[src/rtl/odom_pkg.sv]
// Shared odometry definitions: word format defaults, Q15 saturation limits,
// wheel count, the estimator FSM state type and the quadrature phase helper.
package odom_pkg;

  localparam int ODOM_DATAWIDTH_N  = 32;
  localparam int ODOM_FRACTIONAL_Q = 15;
  localparam int NUM_WHEELS        = 4;

  // Limits of a signed Q(32,15) word.
  localparam logic signed [31:0] Q15_SAT_MAX = 32'sh7FFF_FFFF;
  localparam logic signed [31:0] Q15_SAT_MIN = 32'sh8000_0000;

  // Cycles after reset release during which the decoders only track inputs.
  localparam logic [1:0] PRIME_CYCLES = 2'd3;

  typedef enum logic [1:0] {
    ST_IDLE = 2'd0,
    ST_MUL  = 2'd1,
    ST_LOAD = 2'd2
  } wve_state_e;

  // Maps a Gray-coded {A,B} pair onto a linear phase 0..3 so that a forward
  // step (00->01->11->10->00) is always +1 modulo 4.
  function automatic logic [1:0] quad_phase(input logic [1:0] ab);
    quad_phase = {ab[1], ab[1] ^ ab[0]};
  endfunction

endpackage

[src/rtl/wheel_velocity_estimator_quad_decoder.sv]
// One x4 quadrature channel: input synchronizer, priming, transition decode,
// saturating signed edge counter with snapshot/clear, and sticky error flag.
module quad_decoder
  import odom_pkg::*;
#(
  parameter int COUNT_WIDTH = 16,
  parameter bit INVERT      = 1'b0
) (
  input  logic                          clk,
  input  logic                          rst,
  input  logic                          enc_a,
  input  logic                          enc_b,
  input  logic                          snap,
  output logic signed [COUNT_WIDTH-1:0] snap_count,
  output logic                          err
);

  localparam logic signed [COUNT_WIDTH-1:0] CNT_MAX = {1'b0, {(COUNT_WIDTH-1){1'b1}}};
  localparam logic signed [COUNT_WIDTH-1:0] CNT_MIN = -CNT_MAX;

  logic [1:0]                   sync1_q, sync1_d;
  logic [1:0]                   sync2_q, sync2_d;
  logic [1:0]                   prev_q,  prev_d;
  logic [1:0]                   prime_q, prime_d;
  logic signed [COUNT_WIDTH-1:0] count_q, count_d;
  logic signed [COUNT_WIDTH-1:0] snap_q,  snap_d;
  logic                         err_q,   err_d;

  logic [1:0]                   delta_s;
  logic signed [1:0]            raw_step_s;
  logic signed [1:0]            step_s;
  logic                         illegal_s;
  logic signed [COUNT_WIDTH-1:0] count_inc_s;

  // Next-state logic: synchronize, decode the phase change, update the counter.
  always_comb begin
    sync1_d    = {enc_a, enc_b};
    sync2_d    = sync1_q;
    prev_d     = sync2_q;
    prime_d    = prime_q;
    delta_s    = quad_phase(sync2_q) - quad_phase(prev_q);
    raw_step_s = 2'sd0;
    illegal_s  = 1'b0;

    if (prime_q < PRIME_CYCLES) begin
      // Synchronizer still filling: let prev follow without counting.
      prime_d = prime_q + 2'd1;
    end else begin
      prime_d = prime_q;
      case (delta_s)
        2'd1:    raw_step_s = 2'sd1;
        2'd3:    raw_step_s = -2'sd1;
        2'd2:    illegal_s  = 1'b1;
        default: raw_step_s = 2'sd0;
      endcase
    end

    if (INVERT) begin
      step_s = -raw_step_s;
    end else begin
      step_s = raw_step_s;
    end

    if (step_s == 2'sd1) begin
      if (count_q != CNT_MAX) begin
        count_inc_s = count_q + COUNT_WIDTH'(1);
      end else begin
        count_inc_s = count_q;
      end
    end else if (step_s == -2'sd1) begin
      if (count_q != CNT_MIN) begin
        count_inc_s = count_q - COUNT_WIDTH'(1);
      end else begin
        count_inc_s = count_q;
      end
    end else begin
      count_inc_s = count_q;
    end

    // The edge decoded in the snapshot cycle still belongs to the old window.
    if (snap) begin
      snap_d  = count_inc_s;
      count_d = {COUNT_WIDTH{1'b0}};
    end else begin
      snap_d  = snap_q;
      count_d = count_inc_s;
    end

    err_d = err_q | illegal_s;
  end

  // State registers with synchronous reset.
  always_ff @(posedge clk) begin
    if (rst) begin
      sync1_q <= 2'b00;
      sync2_q <= 2'b00;
      prev_q  <= 2'b00;
      prime_q <= 2'd0;
      count_q <= {COUNT_WIDTH{1'b0}};
      snap_q  <= {COUNT_WIDTH{1'b0}};
      err_q   <= 1'b0;
    end else begin
      sync1_q <= sync1_d;
      sync2_q <= sync2_d;
      prev_q  <= prev_d;
      prime_q <= prime_d;
      count_q <= count_d;
      snap_q  <= snap_d;
      err_q   <= err_d;
    end
  end

  assign snap_count = snap_q;
  assign err        = err_q;

endmodule

[src/rtl/wheel_velocity_estimator.sv]
// Four-wheel velocity front end: per-wheel quadrature counting over a fixed
// window, then one shared multiplier converts counts to rad/s in Q(32,15).
module wheel_velocity_estimator
  import odom_pkg::*;
#(
  parameter int           DATAWIDTH_N   = ODOM_DATAWIDTH_N,
  parameter int           FRACTIONAL_Q  = ODOM_FRACTIONAL_Q,
  parameter int           SAMPLE_CYCLES = 500000,
  parameter int           COUNT_WIDTH   = 16,
  parameter int           SCALE_K       = 13762,
  parameter logic [3:0]   DIR_INVERT    = 4'b0000
) (
  input  logic                   WHEEL_VELOCITY_CLOCK_50,
  input  logic                   WHEEL_VELOCITY_Reset_InHigh,
  input  logic [3:0]             WHEEL_VELOCITY_ENC_A_InBus,
  input  logic [3:0]             WHEEL_VELOCITY_ENC_B_InBus,
  output logic [DATAWIDTH_N-1:0] WHEEL_VELOCITY_W1_OutBus,
  output logic [DATAWIDTH_N-1:0] WHEEL_VELOCITY_W2_OutBus,
  output logic [DATAWIDTH_N-1:0] WHEEL_VELOCITY_W3_OutBus,
  output logic [DATAWIDTH_N-1:0] WHEEL_VELOCITY_W4_OutBus,
  output logic                   WHEEL_VELOCITY_VALID_Out,
  output logic [3:0]             WHEEL_VELOCITY_ERR_OutBus
);

  // Product wide enough for count x K (K < 2^17) and for the output limits.
  localparam int PROD_W = (COUNT_WIDTH + 18 > DATAWIDTH_N + 1) ? COUNT_WIDTH + 18
                                                               : DATAWIDTH_N + 1;
  localparam int WIN_W  = $clog2(SAMPLE_CYCLES);
  localparam int IDX_W  = $clog2(NUM_WHEELS);

  localparam logic [WIN_W-1:0]         WIN_LAST = WIN_W'(SAMPLE_CYCLES - 1);
  localparam logic signed [PROD_W-1:0] SCALE_S  = PROD_W'(SCALE_K);
  localparam logic signed [PROD_W-1:0] SAT_MAX  = PROD_W'(Q15_SAT_MAX);
  localparam logic signed [PROD_W-1:0] SAT_MIN  = PROD_W'(Q15_SAT_MIN);

  if (SAMPLE_CYCLES < 8 || DATAWIDTH_N != ODOM_DATAWIDTH_N ||
      FRACTIONAL_Q != ODOM_FRACTIONAL_Q || SCALE_K >= 131072 || SCALE_K < 0) begin : g_bad_params
    $error("wheel_velocity_estimator: unsupported parameter set");
  end

  logic                           clk;
  logic                           rst;
  logic [WIN_W-1:0]               win_q, win_d;
  logic                           snap_s;
  logic signed [COUNT_WIDTH-1:0]  snap_cnt_s [NUM_WHEELS];
  logic [3:0]                     err_s;

  wve_state_e                     state_q;
  logic [IDX_W-1:0]               idx_q;
  logic signed [DATAWIDTH_N-1:0]  staging_q [NUM_WHEELS];
  logic [DATAWIDTH_N-1:0]         w_q [NUM_WHEELS];
  logic                           valid_q;

  logic signed [PROD_W-1:0]       mul_a_s;
  logic signed [PROD_W-1:0]       prod_s;
  logic signed [DATAWIDTH_N-1:0]  mul_sat_s;

  assign clk = WHEEL_VELOCITY_CLOCK_50;
  assign rst = WHEEL_VELOCITY_Reset_InHigh;

  // Window counter next state; the last count of a window is the snapshot cycle.
  always_comb begin
    if (win_q == WIN_LAST) begin
      win_d  = {WIN_W{1'b0}};
      snap_s = 1'b1;
    end else begin
      win_d  = win_q + WIN_W'(1);
      snap_s = 1'b0;
    end
  end

  // Window counter register.
  always_ff @(posedge clk) begin
    if (rst) begin
      win_q <= {WIN_W{1'b0}};
    end else begin
      win_q <= win_d;
    end
  end

  for (genvar i = 0; i < NUM_WHEELS; i++) begin : g_dec
    quad_decoder #(
      .COUNT_WIDTH (COUNT_WIDTH),
      .INVERT      (DIR_INVERT[i])
    ) u_dec (
      .clk        (clk),
      .rst        (rst),
      .enc_a      (WHEEL_VELOCITY_ENC_A_InBus[i]),
      .enc_b      (WHEEL_VELOCITY_ENC_B_InBus[i]),
      .snap       (snap_s),
      .snap_count (snap_cnt_s[i]),
      .err        (err_s[i])
    );
  end

  // Shared multiplier: count is an integer and K is Q15, so the product is
  // already Q15; only saturation to the output word is needed.
  always_comb begin
    mul_a_s = PROD_W'(snap_cnt_s[idx_q]);
    prod_s  = mul_a_s * SCALE_S;
    if (prod_s > SAT_MAX) begin
      mul_sat_s = Q15_SAT_MAX;
    end else if (prod_s < SAT_MIN) begin
      mul_sat_s = Q15_SAT_MIN;
    end else begin
      mul_sat_s = prod_s[DATAWIDTH_N-1:0];
    end
  end

  // Conversion FSM: four multiply cycles, then all outputs update together.
  // Outputs and VALID are loaded on the MUL->LOAD edge so they are visible
  // during the LOAD cycle.
  always_ff @(posedge clk) begin
    if (rst) begin
      state_q <= ST_IDLE;
      idx_q   <= {IDX_W{1'b0}};
      valid_q <= 1'b0;
      for (int i = 0; i < NUM_WHEELS; i++) begin
        staging_q[i] <= {DATAWIDTH_N{1'b0}};
        w_q[i]       <= {DATAWIDTH_N{1'b0}};
      end
    end else begin
      valid_q <= 1'b0;
      case (state_q)
        ST_IDLE: begin
          idx_q <= {IDX_W{1'b0}};
          if (snap_s) begin
            state_q <= ST_MUL;
          end
        end
        ST_MUL: begin
          staging_q[idx_q] <= mul_sat_s;
          if (idx_q == IDX_W'(NUM_WHEELS - 1)) begin
            for (int i = 0; i < NUM_WHEELS - 1; i++) begin
              w_q[i] <= staging_q[i];
            end
            w_q[NUM_WHEELS-1] <= mul_sat_s;
            valid_q           <= 1'b1;
            state_q           <= ST_LOAD;
          end else begin
            idx_q <= idx_q + IDX_W'(1);
          end
        end
        ST_LOAD: begin
          state_q <= ST_IDLE;
        end
        default: begin
          state_q <= ST_IDLE;
        end
      endcase
    end
  end

  assign WHEEL_VELOCITY_W1_OutBus  = w_q[0];
  assign WHEEL_VELOCITY_W2_OutBus  = w_q[1];
  assign WHEEL_VELOCITY_W3_OutBus  = w_q[2];
  assign WHEEL_VELOCITY_W4_OutBus  = w_q[3];
  assign WHEEL_VELOCITY_VALID_Out  = valid_q;
  assign WHEEL_VELOCITY_ERR_OutBus = err_s;

endmodule
[config.mk]
export PLATFORM = sky130hd
export DESIGN_NAME = wheel_velocity_estimator
export DESIGN_NICKNAME = d
export VERILOG_FILES = /design/src/rtl/odom_pkg.sv /design/src/rtl/wheel_velocity_estimator_quad_decoder.sv /design/src/rtl/wheel_velocity_estimator.sv
export SDC_FILE = /design/constraint.sdc
export NUM_CORES = 1
export LEC_CHECK = 0
export ABC_AREA = 1
export CAP_MARGIN = 20
export CORE_ASPECT_RATIO = 1.5
export CORE_MARGIN = 2
export CORE_UTILIZATION = 60
export CTS_CLUSTER_DIAMETER = 200
export DETAILED_ROUTE_END_ITERATION = 16
export GPL_TIMING_DRIVEN = 0
export HOLD_SLACK_MARGIN = 0.1
export PLACE_DENSITY = 0.84
export SLEW_MARGIN = 25
export SYNTH_ARGS = -nofsm -noshare
export SYNTH_HDL_FRONTEND = slang
export SYNTH_HIERARCHICAL = 1
export SYNTH_SLANG_ARGS = --single-unit
export TNS_END_PERCENT = 30
[constraint.sdc]
create_clock -name WHEEL_VELOCITY_CLOCK_50 -period 18.2 [get_ports WHEEL_VELOCITY_CLOCK_50]
set_input_delay 3.64 -clock WHEEL_VELOCITY_CLOCK_50 [delete_from_list [all_inputs] [get_ports WHEEL_VELOCITY_CLOCK_50]]
set_output_delay 3.64 -clock WHEEL_VELOCITY_CLOCK_50 [all_outputs]
set_load 0.02 [all_outputs]
== Word-level counts from Yosys, hierarchy flattened ==
Memory sizes are Yosys's and may differ from the RTL's.
Index checks and enable logic that the tools add are counted.
Operators by class
  add/subtract/negate cells: 18
  multipliers: 1
  magnitude comparators: 7
  eq/ne operators: 34
  mux-type cells: 59
  bitwise gates (word level): 17
  reductions and logical operators: 7
Operators with widths (number)
  two-way mux 16 bit: 18
  two-way mux 32 bit: 7
  inequality test 16 bit (second input constant): 8
  adder 16 x 2 -> 16 bit (second input constant): 4
  subtractor 16 x 2 -> 16 bit (second input constant): 4
  binary-select mux 16 bit (select 2 bit): 1
  > comparator 31 x 32 -> 1 bit (second input constant): 1
  < comparator 31 x 32 -> 1 bit (second input constant): 1
  OR reduction 32 bit: 1
  multiplier 16 x 14 -> 30 bit (second input constant): 1
  == test 2 bit (second input constant): 13
  one-hot mux 2 bit (2 select lines): 6
  adder 19 x 1 -> 19 bit (second input constant): 1
  == test 19 bit (second input constant): 1
  two-way mux 1 bit: 19
  == test 2 x 1 -> 1 bit (second input constant): 9
  two-way mux 2 bit: 8
  adder 2 x 1 -> 2 bit (second input constant): 5
  < comparator 2 bit (second input constant): 4
  OR 1 bit: 8
  subtractor 2 bit: 4
  bitwise XOR 1 bit: 8
  inequality test 2 bit (second input constant): 2
  AND reduction 2 bit: 2
  other kinds (6): 7
Word-level totals
  register bits after elaboration: 188
  memory bits (writable): 256
  output and inout port bits: 133
  logic and storage cells: 177
  memories kept: 2
Memory list
  staging_q: words 4, width 32, rd ports 3, clocked after memory_dff 0, write ports 4, line wheel_velocity_estimator.sv:50  | logic signed [DATAWIDTH_N-1:0] staging_q [NUM_WHEELS];
  w_q: words 4, width 32, rd ports 4, clocked after memory_dff 0, write ports 4, line wheel_velocity_estimator.sv:51  | logic [DATAWIDTH_N-1:0] w_q [NUM_WHEELS];

== Logic depth before layout (Yosys ltp) ==
  depth in word-level cells: 9
  depth in mapped cells: 31
  mapped depth without buffers: 29

== Modules after synthesis ==
Netlist, hierarchy kept.
Modules (own cells, without submodules)
  wheel_velocity_estimator: times used 1, cells each 1480, area an instance 14064.7 um^2, sequential area each 6786.5 um^2
  quad_decoder: times used 4, cells each 387, area an instance 2409.8 um^2, sequential area each 820.8 um^2

== Least setup slack after synthesis ==
No wires, ideal clock.
  path kind: flip-flop to flip-flop
  start: register idx_q[0]
  end: memory w_q[0][10] (netlist name) (enable)
  setup time: 0.765 ns
  arrival: 8.971 ns
  required time: 17.435 ns
  slack: 8.465 ns
  cell stages (with the launch flop): 4
  path through: dfxtp_1 ha_1 inv_1 o21ai_0
RTL lines
  start: declaration: line wheel_velocity_estimator.sv:49  | logic [IDX_W-1:0] idx_q;
  start signal: assignment: line wheel_velocity_estimator.sv:116  | idx_q <= {IDX_W{1'b0}};
  start signal: assignment: line wheel_velocity_estimator.sv:126  | idx_q <= {IDX_W{1'b0}};
  start signal: assignment: line wheel_velocity_estimator.sv:141  | idx_q <= idx_q + IDX_W'(1);
  end: declaration: line wheel_velocity_estimator.sv:51

==> run_results.csv <==
group,metric,value,unit
worst_setup_path,crit_path_end,"staging_q[0][26]$_SDFFCE_PN0P_",
worst_setup_path,crit_type,"flop to flop",
die,start_util,60.5,%
global_routing,grt_max_degree,31,
layout,final_common_cell,"nand2_1",
route,drc_errors,0,
layout,antenna_cells,0,
job,cap_violations,0,
worst_setup_path,r2r-start,"idx_q[0]$_SDFFE_PP0P_",
global_routing,grt_pass1_vias,20100,
clocking,clock_sinks,398,
timing,setup_viol,0,
timing,finClkSkew,0.0159,ns
route,dr_total_vias,20200,
worst_setup_path,worstSetupStartpoint,"idx_q[0]$_SDFFE_PP0P_",
clocking,cts_root_buf,"clkbuf_16",
worst_setup_path,crit_family,"adder cells",
worst_setup_path,critPathCaptureType,"flop",
yosys,yosys_register_bits,398,
global_routing,grt_pass1_wl,97.9,mm
die,ios,143,
place,port_buffers,138,
timing,worst_pin_slew,0.997,ns
outcome,status,"completed",
die,rows,89,
power_and_ir_drop,worst_ir_drop_vdd,0.0893,mV
yosys,synth-warning-count,6,
clocking,cts_buffers,38,
timing,hold_violations,0,
timing,rsz0062_at_grt,"no",
timing,layout_min_cycle_time,6.50,ns
die,dieArea,41100,um2
clocking,clockBufferDepth,3,
clocking,clk_pin_slew,0.06,ns
layout,area_growth,14.4,%
worst_setup_path,slowest_stage,"a32oi_1",
global_routing,grt_antenna_before_repair,0,
yosys,synth.distinct_cells,37,
clocking,post_cts_buffers,0,
place,placed_cell_area,25900,um2
clocking,cts_hold_buf,0,
route,drt_iter0_drc,1679,
layout,drive_gt1_share,6.13,%
route,first_pass_iters,6,
yosys,ys_seq_area_share,42.5,%
timing,fin_crit_sh,35.7,%
yosys,synth_cells,3028,
die,die_x,166,um
worst_setup_path,cpPeakStageDelay,0.73,ns
power_and_ir_drop,powerDensity,69.7,nW/um2
layout,post-route-cell-area,27100,um2
clocking,htreeDepth,2,
worst_setup_path,cp.depth,25,
worst_setup_path,rr_endpoint,"staging_q[0][26]$_SDFFCE_PN0P_",
layout,post-route-util,69.2,%
power_and_ir_drop,p_leak,0.0130,uW
worst_setup_path,cp_max_fo,10,
timing,fin_tns_setup,0,ns
yosys,syn_area,23700,um2
clocking,clock_latency,0.54,ns
worst_setup_path,critical_path_arrival,6.79,ns
global_routing,grt-ovfl-total,0,
timing,report.final.slew_viol_count,0,
layout,fin_nets,3417,
worst_setup_path,path_buf_inv,8,
timing,fmax,154,MHz
worst_setup_path,cp.required,18.49,ns
place,dp.final_hpwl,46.6,mm
min_path,min_path_type,"flop to flop",
route,viasPerCell,5.39,
clocking,ctsResizeCount,0,
die,core_area,39200,um2
worst_setup_path,cpMostUsedCell,"inv_1",
layout,final_cell_mix,"nand2_1, inv_1, nor2_1",
die,die_y,247,um
timing,relSlewSlack,33.6,%
timing,holdWs,0.404,ns
clocking,cts_tree,"built",
route,drtAntennaViolNets,0,
place,routabilityCongestion,0.983,
worst_setup_path,reg2reg_slack,11.70,ns
yosys,syn_avg_cell_area,7.83,um2
worst_setup_path,crit_path_start_kind,"flop",
global_routing,grtUsageTotal,29.4,%
route,wl,60.1,mm
worst_setup_path,r2r_cells,25,
route,wl_per_cell,16.0,um
-- per-layer routing --
metal	vias up	part of all wire [%]	GRT usage [%]
li1	9842	-	-
met1	9330	36	30.9
met2	785	53	56.4
met3	241	4.8	3.46
met4	0	6.3	17.2
met5	-	0	0
-- Yosys cell counts (all sizes together) --
cell type / instances / area (um2)
or2: 1 / 6.26
a32oi: 9 / 86.3
xor2: 58 / 516
nand3b: 10 / 75.1
inv: 503 / 1890
fa: 75 / 1500
buf: 74 / 500
dfxtp: 188 / 3760
o21ai: 58 / 290
nand2: 824 / 3110
a21oi: 87 / 435
nand4: 58 / 363
nand3: 211 / 1130
clkbuf: 16 / 60.1
nor4: 1 / 6.26
and2: 3 / 18.8
ha: 111 / 1390
xnor2: 17 / 149
nor3: 36 / 267
conb: 1 / 3.75
nor2: 477 / 1840
edfxtp: 210 / 6310
-- sequential cells by signal (all words and copies together) (netlist names) --
signal and count:
w_q 120, staging_q 90, g_dec.u_dec/count_q 64, g_dec.u_dec/snap_count 64, win_q 19, g_dec.u_dec/prev_d 8, g_dec.u_dec/prev_q 8, g_dec.u_dec/prime_q 8
g_dec.u_dec/sync1_q 8, g_dec.u_dec/err 4, idx_q 2, state_q 2, WHEEL_VELOCITY_VALID_Out 1
-- area by class of cell --
cell class | instances | area, um2
Buffer | 90 | 561
Clock buffer | 48 | 1050
Clock inverter | 18 | 156
Fill cell | 3106 | 12100
Inverter | 503 | 1890
Multi-Input combinational cell | 2041 | 11200
Sequential cell | 398 | 10100
Tap cell | 500 | 626
Timing Repair Buffer | 149 | 1550
-- stage by stage --
step           setup WS (ns)  power, uW  instances
2_1_floorplan           8.46       1090       3032
5_1_grt                11.38       1950       3747
3_5_place_dp           11.64       1130       3679
4_1_cts                11.62       1900       3745
6_report               11.70       1890       3747
3_3_place_gp            5.71       1130       3670
-- where the power goes --
part           total, uW  internal [uW]  leakage [uW]  switching (uW)
clock network        780            439      0.000593             341
logic                129           46.6       0.00879            82.2
registers            983            969       0.00366            13.8
total               1890           1450        0.0130             437
-- worst min-delay path, cell delays in order, from the launching register on --
cell and delay (ns):
dfxtp_1 0.29, inv_1 0.04, nor2_1 0.03
-- worst min path at each step --
stage / from / end / slack [ns] / cells after the start
2_1_floorplan: g_dec[0].u_dec/sync1_q[0]$_SDFF_PP0_ / g_dec[0].u_dec/prev_d[0]$_SDFF_PP0_ / 0.39 / 2
3_3_place_gp: g_dec[3].u_dec/sync1_q[0]$_SDFF_PP0_ / g_dec[3].u_dec/prev_d[0]$_SDFF_PP0_ / 0.39 / 2
3_5_place_dp: g_dec[2].u_dec/sync1_q[1]$_SDFF_PP0_ / g_dec[2].u_dec/prev_d[1]$_SDFF_PP0_ / 0.40 / 2
4_1_cts: g_dec[3].u_dec/sync1_q[1]$_SDFF_PP0_ / g_dec[3].u_dec/prev_d[1]$_SDFF_PP0_ / 0.41 / 2
5_1_grt: g_dec[2].u_dec/sync1_q[1]$_SDFF_PP0_ / g_dec[2].u_dec/prev_d[1]$_SDFF_PP0_ / 0.42 / 2
6_report: g_dec[3].u_dec/sync1_q[1]$_SDFF_PP0_ / g_dec[3].u_dec/prev_d[1]$_SDFF_PP0_ / 0.40 / 2
-- cells by family (layout without fill, tap and decap cells) --
kind of cell	count (synthesis)	count (layout)	synth area share [%]
other	1	5	0.0158
and+or+nand+nor	1621	1621	28.7
buffers and inverters	593	808	10.3
AOI/OAI and AO/OA	154	154	3.43
adders and majority gates	186	186	12.2
xor gates and xnor gates	75	75	2.80
DFF	398	398	42.5
Power figures use the tool's default switching activity.
